### config.mk
export PLATFORM = sky130hd
export DESIGN_NAME = bus_watchdog_mc
export DESIGN_NICKNAME = d
export VERILOG_FILES = /design/src/rtl/bus_watchdog_pkg.sv /design/src/rtl/wdt_channel.sv /design/src/rtl/bus_watchdog_mc.sv
export SDC_FILE = /design/constraint.sdc
export NUM_CORES = 1
export LEC_CHECK = 0
export BUFFER_PORTS_ARGS = -buffer_cell sky130_fd_sc_hd__buf_2
export CAP_MARGIN = 15
export CELL_PAD_IN_SITES_DETAIL_PLACEMENT = 0
export CELL_PAD_IN_SITES_GLOBAL_PLACEMENT = 1
export CORE_UTILIZATION = 45
export DETAILED_ROUTE_END_ITERATION = 12
export PLACE_DENSITY = 0.79
export SYNTH_ARGS = -nofsm -noshare
export SYNTH_HDL_FRONTEND = slang
export SYNTH_SLANG_ARGS = --single-unit
### constraint.sdc
create_clock -name clk_i -period 5.87 [get_ports clk_i]
set_input_delay 1.174 -clock clk_i [delete_from_list [all_inputs] [get_ports clk_i]]
set_output_delay 1.174 -clock clk_i [all_outputs]
set_load 0.005 [all_outputs]
### src/rtl/bus_watchdog_pkg.sv
// Shared types and constants for the multi-channel bus watchdog:
// channel FSM state encoding, CSR byte offsets and the channel-count bound.
package bus_watchdog_pkg;

    // Upper bound on monitored channels; LAST_CH is sized to index all of them.
    localparam int MAX_CH   = 32;
    localparam int CH_IDX_W = $clog2(MAX_CH);

    // CSR byte offsets.
    localparam int unsigned CSR_CH_EN     = 32'h00;
    localparam int unsigned CSR_TIMEOUT   = 32'h04;
    localparam int unsigned CSR_STATUS    = 32'h08;
    localparam int unsigned CSR_IRQ_EN    = 32'h0C;
    localparam int unsigned CSR_LAST_ADDR = 32'h10;
    localparam int unsigned CSR_LAST_CH   = 32'h14;

    // Per-channel transaction tracking state.
    typedef enum logic [1:0] {
        IDLE     = 2'd0,
        WAIT_GNT = 2'd1,
        WAIT_RSP = 2'd2,
        TMO      = 2'd3
    } wdt_state_e;

endpackage

### src/rtl/wdt_channel.sv
// One watchdog channel: tracks a single outstanding req/gnt/rsp transaction,
// times out the grant and response phases, and latches the request address.
// 'fire' is high in the cycle whose closing edge moves the channel into TMO.
module wdt_channel
    import bus_watchdog_pkg::*;
#(
    parameter int BUS_WIDTH = 32,
    parameter int CNT_W     = 16
) (
    input  logic                 clk,
    input  logic                 rst_n,
    input  logic                 en,
    input  logic                 req,
    input  logic                 gnt,
    input  logic                 rsp,
    input  logic [BUS_WIDTH-1:0] addr,
    input  logic [CNT_W-1:0]     timeout,
    input  logic                 hold,      // STATUS bit stays set across this edge
    output logic                 fire,
    output logic [BUS_WIDTH-1:0] req_addr
);

    wdt_state_e           state, state_d;
    logic [CNT_W-1:0]     cnt, cnt_d, cnt_inc;
    logic [BUS_WIDTH-1:0] req_addr_d;
    logic                 expired;

    // A zero TIMEOUT never matches, and a counter above TIMEOUT never matches again.
    assign expired = (timeout != '0) && (cnt == timeout);
    assign cnt_inc = (cnt == '1) ? cnt : cnt + CNT_W'(1);

    // Next-state, counter and address-latch logic.
    // NOTE: every variable gets a default first so no path can infer a latch.
    always_comb begin
        state_d    = state;
        cnt_d      = cnt;
        req_addr_d = req_addr;
        fire       = 1'b0;
        if (!en) begin
            state_d = IDLE;
            cnt_d   = '0;
        end else begin
            case (state)
                IDLE: begin
                    if (req) begin
                        state_d    = gnt ? WAIT_RSP : WAIT_GNT;
                        cnt_d      = CNT_W'(1);
                        req_addr_d = addr;
                    end
                end
                WAIT_GNT: begin
                    if (gnt) begin
                        state_d = WAIT_RSP;
                        cnt_d   = CNT_W'(1);
                    end else if (expired) begin
                        state_d = TMO;
                        fire    = 1'b1;
                    end else begin
                        cnt_d = cnt_inc;
                    end
                end
                WAIT_RSP: begin
                    if (rsp) begin
                        state_d = IDLE;
                        cnt_d   = '0;
                    end else if (expired) begin
                        state_d = TMO;
                        fire    = 1'b1;
                    end else begin
                        cnt_d = cnt_inc;
                    end
                end
                TMO: begin
                    // Bus inputs are ignored until software clears STATUS.
                    if (!hold) begin
                        state_d = IDLE;
                        cnt_d   = '0;
                    end
                end
                default: begin
                    state_d = IDLE;
                    cnt_d   = '0;
                end
            endcase
        end
    end

    // State, counter and latched-address registers.
    // NOTE: sequential state uses non-blocking assignments so every flop samples pre-edge values.
    always_ff @(posedge clk or negedge rst_n) begin
        if (!rst_n) begin
            state    <= IDLE;
            cnt      <= '0;
            req_addr <= '0;
        end else begin
            state    <= state_d;
            cnt      <= cnt_d;
            req_addr <= req_addr_d;
        end
    end

endmodule

### src/rtl/bus_watchdog_mc.sv
// Multi-channel CSR-programmable bus watchdog top level: CSR block, timeout
// capture priority, level interrupt and optional per-channel abort pulse.
// Optional feature macro: BUS_WATCHDOG_ABORT_EN (abort_o tied to 0 when undefined).
module bus_watchdog_mc
    import bus_watchdog_pkg::*;
#(
    parameter int NUM_CH      = 4,
    parameter int ADDR_WIDTH  = 12,
    parameter int DATA_WIDTH  = 32,
    parameter int BUS_WIDTH   = 32,
    parameter int CNT_W       = 16,
    parameter int TIMEOUT_RST = 1000
) (
    input  logic                        clk_i,
    input  logic                        rst_ni,
    input  logic [ADDR_WIDTH-1:0]       csr_addr_i,
    input  logic [DATA_WIDTH-1:0]       csr_wdata_i,
    input  logic                        csr_write_en_i,
    output logic [DATA_WIDTH-1:0]       csr_rdata_o,
    input  logic [NUM_CH*BUS_WIDTH-1:0] bus_addr_i,
    input  logic [NUM_CH-1:0]           bus_req_i,
    input  logic [NUM_CH-1:0]           bus_gnt_i,
    input  logic [NUM_CH-1:0]           bus_rsp_i,
    output logic [NUM_CH-1:0]           abort_o,
    output logic                        watchdog_irq_o
);

    logic [NUM_CH-1:0]    ch_en, status, irq_en;
    logic [CNT_W-1:0]     timeout;
    logic [BUS_WIDTH-1:0] last_addr;
    logic [CH_IDX_W-1:0]  last_ch;

    logic [NUM_CH-1:0]    fire, hold, status_clr;
    logic [BUS_WIDTH-1:0] req_addr [NUM_CH];

    logic                 cap_valid;
    logic [CH_IDX_W-1:0]  cap_idx;
    logic [BUS_WIDTH-1:0] cap_addr;

    logic wr_ch_en, wr_timeout, wr_status, wr_irq_en;
    logic unused_wdata;

    assign wr_ch_en   = csr_write_en_i && (csr_addr_i == ADDR_WIDTH'(CSR_CH_EN));
    assign wr_timeout = csr_write_en_i && (csr_addr_i == ADDR_WIDTH'(CSR_TIMEOUT));
    assign wr_status  = csr_write_en_i && (csr_addr_i == ADDR_WIDTH'(CSR_STATUS));
    assign wr_irq_en  = csr_write_en_i && (csr_addr_i == ADDR_WIDTH'(CSR_IRQ_EN));

    // Write-one-to-clear request; a coincident new timeout still sets the bit.
    assign status_clr = wr_status ? csr_wdata_i[NUM_CH-1:0] : '0;
    assign hold       = status & ~status_clr;

    // Upper write-data bits beyond the widest register are don't-care.
    assign unused_wdata = ^csr_wdata_i;

    for (genvar c = 0; c < NUM_CH; c++) begin : g_ch
        wdt_channel #(
            .BUS_WIDTH (BUS_WIDTH),
            .CNT_W     (CNT_W)
        ) u_ch (
            .clk      (clk_i),
            .rst_n    (rst_ni),
            .en       (ch_en[c]),
            .req      (bus_req_i[c]),
            .gnt      (bus_gnt_i[c]),
            .rsp      (bus_rsp_i[c]),
            .addr     (bus_addr_i[c*BUS_WIDTH +: BUS_WIDTH]),
            .timeout  (timeout),
            .hold     (hold[c]),
            .fire     (fire[c]),
            .req_addr (req_addr[c])
        );
    end

    // Pick the lowest-index channel among those timing out this cycle.
    always_comb begin
        cap_valid = 1'b0;
        cap_idx   = '0;
        cap_addr  = '0;
        for (int c = NUM_CH - 1; c >= 0; c--) begin
            if (fire[c]) begin
                cap_valid = 1'b1;
                cap_idx   = CH_IDX_W'(c);
                cap_addr  = req_addr[c];
            end
        end
    end

    // CSR registers, sticky status and timeout capture.
    always_ff @(posedge clk_i or negedge rst_ni) begin
        if (!rst_ni) begin
            ch_en     <= '1;
            timeout   <= CNT_W'(TIMEOUT_RST);
            status    <= '0;
            irq_en    <= '0;
            last_addr <= '0;
            last_ch   <= '0;
        end else begin
            if (wr_ch_en)   ch_en   <= csr_wdata_i[NUM_CH-1:0];
            if (wr_timeout) timeout <= csr_wdata_i[CNT_W-1:0];
            if (wr_irq_en)  irq_en  <= csr_wdata_i[NUM_CH-1:0];
            status <= hold | fire;
            if (cap_valid) begin
                last_addr <= cap_addr;
                last_ch   <= cap_idx;
            end
        end
    end

    // Combinational CSR read mux; unused upper bits and unmapped offsets read 0.
    always_comb begin
        csr_rdata_o = '0;
        case (csr_addr_i)
            ADDR_WIDTH'(CSR_CH_EN):     csr_rdata_o[NUM_CH-1:0]    = ch_en;
            ADDR_WIDTH'(CSR_TIMEOUT):   csr_rdata_o[CNT_W-1:0]     = timeout;
            ADDR_WIDTH'(CSR_STATUS):    csr_rdata_o[NUM_CH-1:0]    = status;
            ADDR_WIDTH'(CSR_IRQ_EN):    csr_rdata_o[NUM_CH-1:0]    = irq_en;
            ADDR_WIDTH'(CSR_LAST_ADDR): csr_rdata_o[BUS_WIDTH-1:0] = last_addr;
            ADDR_WIDTH'(CSR_LAST_CH):   csr_rdata_o[CH_IDX_W-1:0]  = last_ch;
            default:                    csr_rdata_o                = '0;
        endcase
    end

    // Interrupt is a pure function of registers, never of bus inputs.
    assign watchdog_irq_o = |(status & irq_en);

`ifdef BUS_WATCHDOG_ABORT_EN
    logic [NUM_CH-1:0] abort_q;

    // One-cycle abort pulse during the first cycle a channel spends in TMO.
    always_ff @(posedge clk_i or negedge rst_ni) begin
        if (!rst_ni) abort_q <= '0;
        else         abort_q <= fire;
    end

    assign abort_o = abort_q;
`else
    assign abort_o = '0;
`endif

endmodule

==> results_dict.tcl <==
set metrics [dict create \
    status "complete, no violations" \
    vias 11500 \
    syn_area_um2 14000 \
    finalInstanceArea_um2 16400 \
    fmax_mhz 199 \
    crit_fanout 17 \
    critPathLaunchType "input port" \
    ys_top_cells_by_area "dfrtp_1 (45%), mux2_2 (11%), xor2_1 (3.8%)" \
    grt_pass1_wl_um 63200 \
    worstMarginPinSlew_ns 1.11 \
    hold_viol 0 \
    die_x_um 178 \
    post-dp-hpwl_um 27600 \
    wl_per_cell_um 20.4 \
    swShare_pct 23.3 \
    p_leak_nw 7.77 \
    drtPass1Iterations 6 \
    worstPathRequired_ns 4.70 \
    gp_routability_congestion 0.897 \
    period_minus_slack_ns 5.03 \
    grt_max_degree 119 \
    utilization_pct 53.5 \
    viasPerCell 5.81 \
    core-area_um2 30600 \
    ios 224 \
    fin_setup_tns_ns 0 \
    cts_sinks 262 \
    p_clk_share_pct 48.3 \
    p_sw_w 0.000917 \
    die_area_um2 31800 \
    max-cap-violations 0 \
    cts_setup_buffers 0 \
    synthFlopType "dfrtp_1" \
    portBuffers 203 \
    n_fill_cell 2787 \
    cp-end-kind "output port" \
    grt_usage_pct 25.7 \
    whs_ns 0.495 \
    multi_input_area_um2 6880 \
    grt-ovfl-total 0 \
    crit_type "in -> out" \
    skew_ns 0.0401 \
    syn_area_per_cell_um2 10.1 \
    ctsResizeCount 0 \
    synthCells 1386 \
    dpl_cell_area_um2 15300 \
    power_density_nw_per_um2 240 \
    yosysSeqAreaShare_pct 46.9 \
    synth_edf_count 0 \
    row_count 64 \
    worst-endpoint-arrival_ns 3.85 \
    cts_tree "yes" \
    ant_nets 0 \
    clk_latency_ns 0.59 \
    drc 0 \
    antenna_found_initial 18 \
    power.share.sequential_pct 47.1 \
    initial_utilization_pct 45.8 \
    cts_buffer_depth 3 \
    vdd_ir_drop_max_mv 0.254 \
    syn2layout_area_growth_pct 16.9 \
    clkTransAtPathRegs_ns 0.06 \
    initialDrtViolationCount 730 \
    layout.nets 1748 \
    die_h_um 178 \
    synth_top_area_share_pct 45.0 \
    ys_async_sr_fraction_pct 100 \
    fin_total_pwr_w 0.00393 \
    final_layout_size_suffix_gt1_share_pct 28.2 \
    cts_hold_buf 0 \
    yosys.area.top_type "dfrtp_1" \
    hold_path_class "reg -> reg" \
    pwr-share-comb_pct 4.6 \
    slew_violations 0 \
    slew-limit-headroom_pct 26.3 \
    synth_cell_types 67 \
    grt_pass1_vias 11300 \
    finalSetupViolCount 0 \
    period_share_pct 85.7 \
    synth-seq-cells 262 \
    routed_wirelength_um 40300 \
    yosys_warnings 0 \
    rsz0062_at_grt "no" \
    numCtsBuffers 30 \
    cts_root_buf "clkbuf_16" \
    p_int_w 0.00301 \
    htreeDepth 1 \
    seq_area_um2 6570 \
]
metrics by stage:
stage	setup slack [ns]	std cells
6_report	0.842	1971
5_1_grt	0.747	1964
4_1_cts	0.873	1960
3_5_place_dp	0.899	1905
3_3_place_gp	0.928	1905
2_1_floorplan	1.72	1389
synth_stat cells (20+ instances only):
master,instances
xor2_1,60
nand3_1,45
a21oi_1,25
nor3_1,27
nor2_1,109
xnor2_1,33
nand4_1,20
o21a_1,33
o311ai_0,32
clkbuf_1,82
o21ai_0,39
ha_1,20
dfrtp_1,252
a311oi_1,33
mux2_2,140
inv_1,55
nor4_1,63
nand2_1,114
state kept, by name, indices dropped and copies added (netlist names):
| register | count |
|---|---|
| g_ch.u_ch.req_addr | 128 |
| g_ch.u_ch.cnt | 64 |
| last_addr | 32 |
| timeout | 16 |
| g_ch.u_ch.state | 8 |
| ch_en | 4 |
| irq_en | 4 |
| status | 4 |
| last_ch | 2 |
per-layer routing:
layer  wire length, um  vias to the layer above  part of all wire (%)  track usage [%]
li1                  -                     5352                     -                -
met1             17500                     5598                    43             34.5
met2             18500                      418                    46             40.9
met3              3350                       73                   8.3             6.69
met4               854                       16                   2.1             7.06
met5                96                        -                  0.24                0
power groups by stage:
stage	logic [W]	registers [W]	clock network (W)
6_report	0.000180	0.00185	0.00190
4_1_cts	0.000183	0.00185	0.00193
3_3_place_gp	0.000179	0.00188	0
5_1_grt	0.000201	0.00185	0.00199
2_1_floorplan	0.0000660	0.00188	0
3_5_place_dp	0.000182	0.00188	0
cells in the final DEF (no fill, tap or decap), types with 16 or more instances in the layout:
master / instances
and2_1: 19
nor3_1: 26
a311oi_1: 33
nand4_1: 20
inv_1: 55
o21ai_0: 39
nor2_1: 108
clkbuf_16: 30
dfrtp_1: 252
o21a_1: 33
o311ai_0: 32
nand3_1: 42
xor2_1: 60
nand2_1: 114
ha_1: 20
mux2_2: 140
a22o_1: 17
xnor2_1: 33
a21oi_1: 25
nor4_1: 61
buf_4: 16
buf_2: 202
path summary, 6_finish.rpt:
kind / from / cells after the start / to / slack (ns)
max: csr_addr_i[0] / 7 / csr_rdata_o[28] / 0.84
max reg2reg: timeout[11] / 9 / last_addr[12] / 1.96
max in group asynchronous: rst_ni / 2 / irq_en[2] / 3.94
min in group asynchronous: rst_ni / 1 / g_ch[3].u_ch.cnt[12] / 0.69
min reg2reg: last_addr[5] / 1 / last_addr[5] / 0.49
min: last_addr[5] / 1 / last_addr[5] / 0.49
critical path, cell delays in order:
cell and delay [ns]:
buf_2 0.14, or4_1 0.62, or4_1 0.63, nor2_2 0.63
buf_4 0.34, and2_1 0.16, buf_2 0.12
cell families (layout without fill, tap and decap cells):
logic type               Yosys count  after routing  synth area share (%)
AND/OR/NAND/NOR                  463            463                  16.5
buffers and inverters            155            330                  4.30
multiplexers                     143            143                  11.5
flip-flops                       262            262                  46.9
XOR/XNOR                          93             93                  5.82
AO/OA/AOI/OAI                    249            249                  13.2
adder cells (fa/ha/maj)           20             20                  1.79
other                              1             15                0.0268
final cells by class:
cell class	count	area share (%)
clock buffers	43	5.44
well taps	396	3.03
inverters	55	1.26
clock inverters	12	0.788
flip-flops and latches	262	40.2
diodes	11	0.168
repair buffers	220	7.13
multi-input cells	972	42.0
(Power assumes the default switching activity.)
